<file path="config.mk">
export PLATFORM = sky130hd
export DESIGN_NAME = intr_ctrl
export DESIGN_NICKNAME = d
export VERILOG_FILES = /design/src/rtl/intr_ctrl.sv
export SDC_FILE = /design/constraint.sdc
export NUM_CORES = 1
export LEC_CHECK = 0
export CAP_MARGIN = 20
export CORE_AREA = 2 2 65 67
export CTS_BUF_LIST = sky130_fd_sc_hd__clkbuf_8
export DETAILED_ROUTE_END_ITERATION = 16
export DIE_AREA = 0 0 67 69
export MAX_ROUTING_LAYER = met4
export PLACE_DENSITY_LB_ADDON = 0.05
export SYNTH_ARGS = -nofsm -noshare
export SYNTH_HDL_FRONTEND = slang
export SYNTH_SLANG_ARGS = --single-unit
</file>
<file path="constraint.sdc">
create_clock -name CLK -period 4.6 [get_ports CLK]
set_clock_uncertainty 0.15 [all_clocks]
set_input_delay 0.92 -clock CLK [delete_from_list [all_inputs] [get_ports CLK]]
set_output_delay 0.92 -clock CLK [all_outputs]
set_load 0.02 [all_outputs]
</file>
<file path="src/rtl/intr_ctrl.sv">
// N-source interrupt controller: synchronised edge/level latching, fixed-priority
// arbitration, REQ/ACK/DONE handshake with the MCU and port-mapped mask/pending/status.
module intr_ctrl #(
  parameter int          NUM_SRC   = 8,
  parameter logic [7:0]  BASE_ID   = 8'hF0,
  parameter logic [7:0]  EDGE_MODE = 8'hFF,
  parameter int          IDW       = 3
) (
  input  logic               CLK,
  input  logic               RESET,
  input  logic [NUM_SRC-1:0] IRQ_IN,
  input  logic [7:0]         PORT_ID,
  input  logic [7:0]         OUT_PORT,
  input  logic               IO_STRB,
  input  logic               INT_ACK,
  input  logic               INT_DONE,
  output logic               INT_R,
  output logic [IDW-1:0]     INT_ID,
  output logic [7:0]         RD_DATA,
  output logic               RD_HIT
);

  // Register state is kept 8 bits wide; bits at or above NUM_SRC are forced to 0.
  localparam logic [7:0] SRC_MASK = 8'((9'd1 << NUM_SRC) - 9'd1);
  localparam logic [7:0] EDGE_M   = EDGE_MODE & SRC_MASK;

  typedef enum logic [1:0] {IDLE, REQ, SERVICE} state_t;

  logic [NUM_SRC-1:0] s1_q, s2_q, p_q;
  logic [7:0]         mask_q, mask_d, pend_q, pend_d;
  state_t             state_q;
  logic               int_r_q;
  logic [IDW-1:0]     int_id_q;

  logic [7:0]     elig, s2_w, rise_w, ack_clr, w1c, off;
  logic [IDW-1:0] win;
  logic           ack_take, wr_mask, wr_pend;

  always_comb begin
    s2_w   = 8'(s2_q);
    rise_w = 8'(s2_q & ~p_q);
    elig   = pend_q & mask_q;
    win    = '0;
    // Scan high to low so the lowest eligible index wins.
    for (int i = NUM_SRC - 1; i >= 0; i--)
      if (elig[i]) win = IDW'(i);
    ack_take = (state_q == REQ) && INT_ACK && (elig != 8'd0);
    ack_clr  = ack_take ? (8'd1 << win) : 8'd0;
    off      = PORT_ID - BASE_ID;
    wr_mask  = IO_STRB && (off == 8'd0);
    wr_pend  = IO_STRB && (off == 8'd1);
    w1c      = wr_pend ? OUT_PORT : 8'd0;
    mask_d   = wr_mask ? (OUT_PORT & SRC_MASK) : mask_q;
    // Edge bits: a new rising edge beats any clear in the same cycle.
    pend_d   = ((((pend_q & ~w1c & ~ack_clr) | rise_w) & EDGE_M) |
                (s2_w & ~EDGE_M)) & SRC_MASK;
  end

  always_comb begin
    RD_HIT  = (off < 8'd3);
    RD_DATA = 8'd0;
    case (off)
      8'd0:    RD_DATA = mask_q;
      8'd1:    RD_DATA = pend_q;
      8'd2:    RD_DATA = {state_q == SERVICE, 4'b0000, 3'(int_id_q)};
      default: RD_DATA = 8'd0;
    endcase
  end

  always_ff @(posedge CLK) begin
    if (RESET) begin
      s1_q   <= '0;
      s2_q   <= '0;
      p_q    <= '0;
      mask_q <= 8'd0;
      pend_q <= 8'd0;
    end else begin
      s1_q   <= IRQ_IN;
      s2_q   <= s1_q;
      p_q    <= s2_q;
      mask_q <= mask_d;
      pend_q <= pend_d;
    end
  end

  always_ff @(posedge CLK) begin
    if (RESET) begin
      state_q  <= IDLE;
      int_r_q  <= 1'b0;
      int_id_q <= '0;
    end else begin
      case (state_q)
        IDLE: begin
          if (elig != 8'd0) begin
            state_q <= REQ;
            int_r_q <= 1'b1;
          end
        end
        REQ: begin
          if (elig == 8'd0) begin
            state_q <= IDLE;
            int_r_q <= 1'b0;
          end else if (INT_ACK) begin
            state_q  <= SERVICE;
            int_r_q  <= 1'b0;
            int_id_q <= win;
          end
        end
        SERVICE: begin
          int_r_q <= 1'b0;
          if (INT_DONE) state_q <= IDLE;
        end
        default: begin
          state_q <= IDLE;
          int_r_q <= 1'b0;
        end
      endcase
    end
  end

  assign INT_R  = int_r_q;
  assign INT_ID = int_id_q;

endmodule

</file>
Yosys cells after proc, flatten, opt, wreduce, memory -nomap -nowiden
Cells that the tools add are included.

Shifts and indexed selects: 1. Reduce and logical (&&, ||, !) cells: 11. Bitwise operators: 9. Equality and inequality tests: 7. Multiplexer cells: 20. Magnitude comparators: 1. $add $sub $neg: 1.

Operators by type and width (number): 8-bit bitwise AND (4); 3-bit 2-to-1 mux (8); 8-bit NOT (3); 8-bit case mux with 3 select lines (1); 8-bit zero test (2); 8-bit 2-to-1 mux (2); 8-bit by 1-bit equality test with 1-bit output (second input constant) (1); 8-bit by 2-bit equality test with 1-bit output (second input constant) (1); 8-bit by 2-bit < comparator with 1-bit output (second input constant) (1); 2-bit 2-to-1 mux (4); 8-bit bitwise OR (1); 8-bit nonzero test (1); 1-bit by 3-bit left shift with 8-bit output (first input constant) (1); 8-bit subtractor (second input constant) (1); 2-bit case mux with 3 select lines (1); 3-bit AND reduction (2); 1-bit logical AND (4); 2-bit inequality test (second input constant) (2); 1-bit 2-to-1 mux (3); 3-bit by 2-bit inequality test with 1-bit output (second input constant) (1); 2-bit by 1-bit equality test with 1-bit output (second input constant) (1); 2-bit equality test (second input constant) (1); 2-bit zero test (1); 1-bit case mux with 2 select lines (1); other kinds (2) (2).

Register bits: 46. Word-level logic and storage cells: 58. Output and inout port bits: 13.

Longest topological paths before layout
Word-level depth: 14. Depth in mapped cells: 6. Depth with buffers taken out: 4.

Least setup slack after synthesis
Ideal clock, no wire load.

Path type: input to output. Start: in PORT_ID[7]. End: out RD_DATA[3]. Path buffers: 0. Arrival: 1.858 ns. Data required time: 3.530 ns. Setup slack: 1.672 ns. Stages on the path: 4. Path through: and4_1 > nand2_1 > or2_2 > nor2_1.

Cells in the longest elaborated chain, start to end: 3. Elaborated cells between the ends (all ways): 5. Classes of those cells: 1 x add/sub; 2 x eq/ne; 1 x mux; 1 x reduce/logical.

Ends and longest elaborated chain: start, declared (RTL line 12) `input logic [7:0] PORT_ID,`; 8-bit subtractor (*) (RTL line 49) `off = PORT_ID - BASE_ID;`; 8-bit by 2-bit equality test with 1-bit output (tied with other cells) (RTL line 62) `case (off)`; 8-bit case mux with 3 select lines (*) (RTL line 62); end, declared (RTL line 19) `output logic [7:0] RD_DATA,`.

Mark *: on every way between the ends. The rest lies on a longest branch, timed or not.

Final worst setup path
Same ends and word-level chain as after synthesis.

==> impl_summary.txt <==
----------------------------------------------------
[GRT]
  Number of global-route vias before repair ... between 1,000 and 1,500
  GRT Overall Usage ... 17.9%
  Wire length of the first global-routing pass ... 6320 µm
  Total grt overflow ... 0
  Initial antenna violation count ... 0
  Pin count of the biggest net entering global routing ... 33

[Hold path]
  Worst min-delay path endpoint ... pend_q[0]
  Number of cells on the worst hold path ... 1
  Source of the worst hold timing path ... p_q[0]
  Worst Hold Class ... reg -> reg

[Power and ir drop]
  Max rail drop VDD ... between 0.2 and 0.3 mV
  Total power after layout ... around 0.82 mW
  Switching power as a share of total power ... 19.7%
  Switching Power ... 0.162 mW
  P per Cell Area ... roughly 330 mW/mm²
  Internal power consumption ... roughly 0.66 mW
  Fraction of power consumed by sequential logic ... around 50%
  Leakage power of the design ... 0.958 nW
  Comb power frac ... 6.5%
  Part of the total power dissipated in the clock network ... between 40% and 50%

[Worst setup path]
  Startpoint of the most critical register-to-register path ... state_q[0]
  Worst endpoint data arrival time ... 2800 ps
  CP Launch Type ... input pin
  Reg2Reg Depth ... 4
  Worst Setup Path Type ... in -> out
  Slack of the worst reg-to-reg path ... 2740 ps
  Worst Path Max Fanout ... 6
  Reg2Reg Capture Point ... pend_q[7]
  Chain of cells forming the critical path ... clkdlybuf4s50_1 > and4_1 > nand2_1 > or2_2 > nor2_1 > clkdlybuf4s50_1
  CP most frequent cell ... clkdlybuf4s50_1
  Critical Path Sink Type ... primary output
  Delay of the slowest cell on the worst path ... 610 ps
  Crit path max-delay cell type ... clkdlybuf4s50_1
  Critical path data required time ... about 3500 ps
  CP Launch Point ... PORT_ID[7]

[Clock tree]
  Hold buffers post-CTS ... 0
  Clock transition time at the flip-flop clock pins of the worst setup and hold paths ... ~80 ps
  Latest clock arrival within the worst-skew pair ... 290 ps
  CTS tree ... built
  Sink Count ... 46
  Clock buffers created by TritonCTS ... 5
  CTS resizes ... 0
  Worst-case clock buffer depth ... 2
  Post-CTS Repair Setup Buffers ... 0
  H-Tree Level Count ... 2
  Buffer type at the clock tree root ... clkbuf_8

[Outcome]
  Result of the run ... finished, final reports clean

[Drt]
  Final Routed Wirelength ... 3840 µm
  Detailed router's first-iteration violation count ... 92
  Vias per cell ... 5.20
  Routed WL per cell ... between 10 and 15 µm
  # DRC ... 0
  Count of antenna-violating nets left after detailed routing ... 0
  Router iterations before antenna repair ... 4
  Total vias in the final route ... approximately 1,500

[Timing]
  Number of failing setup endpoints in the final timing report ... 0
  Number of pins exceeding their max-slew limit in the final report ... 0
  Worst hold slack across all endpoints ... 276 ps
  Final Hold Vio Count ... 0
  Final min period ... between 3000 and 4000 ps
  Unrepaired setup endpoints after global routing ... no
  Portion of the clock cycle consumed by the worst path in the final layout ... 84.2%
  Least-Margin Pin Slew ... about 550 ps
  Setup tns final ... 0 ps
  Relative slew slack ... about 63%
  Highest Clock Rate ... 258 MHz

[Synthesis]
  Post-synth EDFFs ... 0
  Area contributors post-synth ... dfxtp_1 48%, nor2b_1 9.5%, mux2i_1 7.8%
  Synthesized instance count ... 201
  Area fraction of the dominant cell type after synthesis ... between 40 and 50%
  Cell area after synthesis ... 0.00192 mm²
  Post-Syn Area per Cell ... approximately 9.5 µm²
  Most area-hungry cell type in the Yosys netlist ... dfxtp_1
  Sequential area share after synthesis ... 48.0%
  Net count of the mapped netlist ... 230
  Primary flip-flop cell chosen by synthesis mapping ... dfxtp_1
  Post-synthesis async set-or-reset flop share ... 0%
  Syn. warnings ... 0
  Register bit total from synthesis ... 46
  Count of different cell masters after synthesis ... between 40 and 50

[Floorplanning]
  Initial core utilization ... 49.0%
  Area of the placeable core ... 0.00391 mm²
  Number of ports placed on the die boundary ... 42
  Die area ... 0.00462 mm²
  Horizontal extent of the die ... 67 µm
  Number of rows created at floorplan ... 23
  Height of the chip ... 69 µm

[Place]
  Placer Congestion ... 0.870
  HPWL Detailed ... 2820 µm
  Post-placement cell count ... 285
  Number of port buffers ... between 40 and 50

[Finish]
  Layout-stage area growth over the synthesis result ... 29.5%
  Highest-count cells in the layout ignoring fill and taps ... 46 x dfxtp_1, 41 x clkdlybuf4s50_1, 29 x nor2b_1
  Commonest non-fill, non-tap cell in the layout ... dfxtp_1
  Final non-filler cell total ... 293
  Final layout net count ... about 270
  Fraction of final layout cells with drive strength greater than 1 ... 7.41%
  # diodes ... 0

[Run]
  Number of max-cap violations ... 0

----------------------------------------------------
## cells in the mapped netlist, drive strengths merged (2+ instances only)
cell and number:
a21oi 13, a221o 2, a22oi 4, a41o 5
and4 2, buf 7, clkbuf 2, dfxtp 46
inv 4, mux2i 15, nand2 17, nand2b 2
nand3b 3, nand4 3, nor2 21, nor2b 29
nor3 2, o21ai 4, o21bai 2, or2 2
or4 2
## sequential cells by signal, summed over array words and instances, names as in the netlist
signal / flops
s1_q: 8
s2_q: 8
pend_q: 8
state_q: 2
p_q: 8
INT_ID: 3
INT_R: 1
mask_q: 8
## area by class of cell
cell class,instances,area [µm²]
Tap cell,50,62.6
Clock buffer,5,68.8
Inverter,4,15.0
Sequential cell,46,921
Fill cell,350,1430
Clock inverter,3,68.8
Multi-Input combinational cell,142,923
Timing Repair Buffer,43,425
## through the flow
| stage | setup WS [ps] | cell area (µm²) | utilization (%) |
|---|---|---|---|
| floorplan | 1670 | 1920 | - |
| global placement | 766 | 2350 | 60.0 |
| detailed placement | 711 | 2350 | 60.0 |
| CTS | 710 | 2480 | 63.5 |
| global route | 562 | 2480 | 63.5 |
| finish | 725 | 2480 | 63.5 |
## worst max-delay path: cells and delay by family
kind | cells | cell delay, ps
buffers and inverters | 2 | 1050
and+or+nand+nor | 4 | 830
## how the worst max path moves through the flow
stage / to / slack [ps]
after floorplan: RD_DATA[3] / 1670
after global placement: RD_DATA[4] / 770
after detailed placement: RD_DATA[5] / 710
after CTS: RD_DATA[5] / 710
after global routing: RD_DATA[6] / 560
final: RD_DATA[3] / 730
## metal layers
layer	up-vias	track usage (%)	part of all wire [%]	wire, µm
li1	785	-	-	-
met2	48	28.7	46	1770
met5	-	-	0	0
met4	0	4.76	1.1	42
met1	686	22.6	46	1780
met3	4	4.08	6.6	252
## power groups by stage
stage               sequential (mW)  combinational [mW]  clock (mW)
global route                  0.419              0.0582       0.375
global placement              0.426              0.0523           0
CTS                           0.417              0.0536       0.357
detailed placement            0.427              0.0533           0
finish                        0.417              0.0531       0.353
floorplan                     0.425              0.0237           0
## cell families after synthesis
family	Yosys count	share of synthesized area [%]
AND/OR/NAND/NOR	91	26.2
multiplexers	15	7.82
AO/OA/AOI/OAI	36	14.1
flip-flops	46	48.0
buffers and inverters	13	3.91
(Power assumes the default switching activity.)
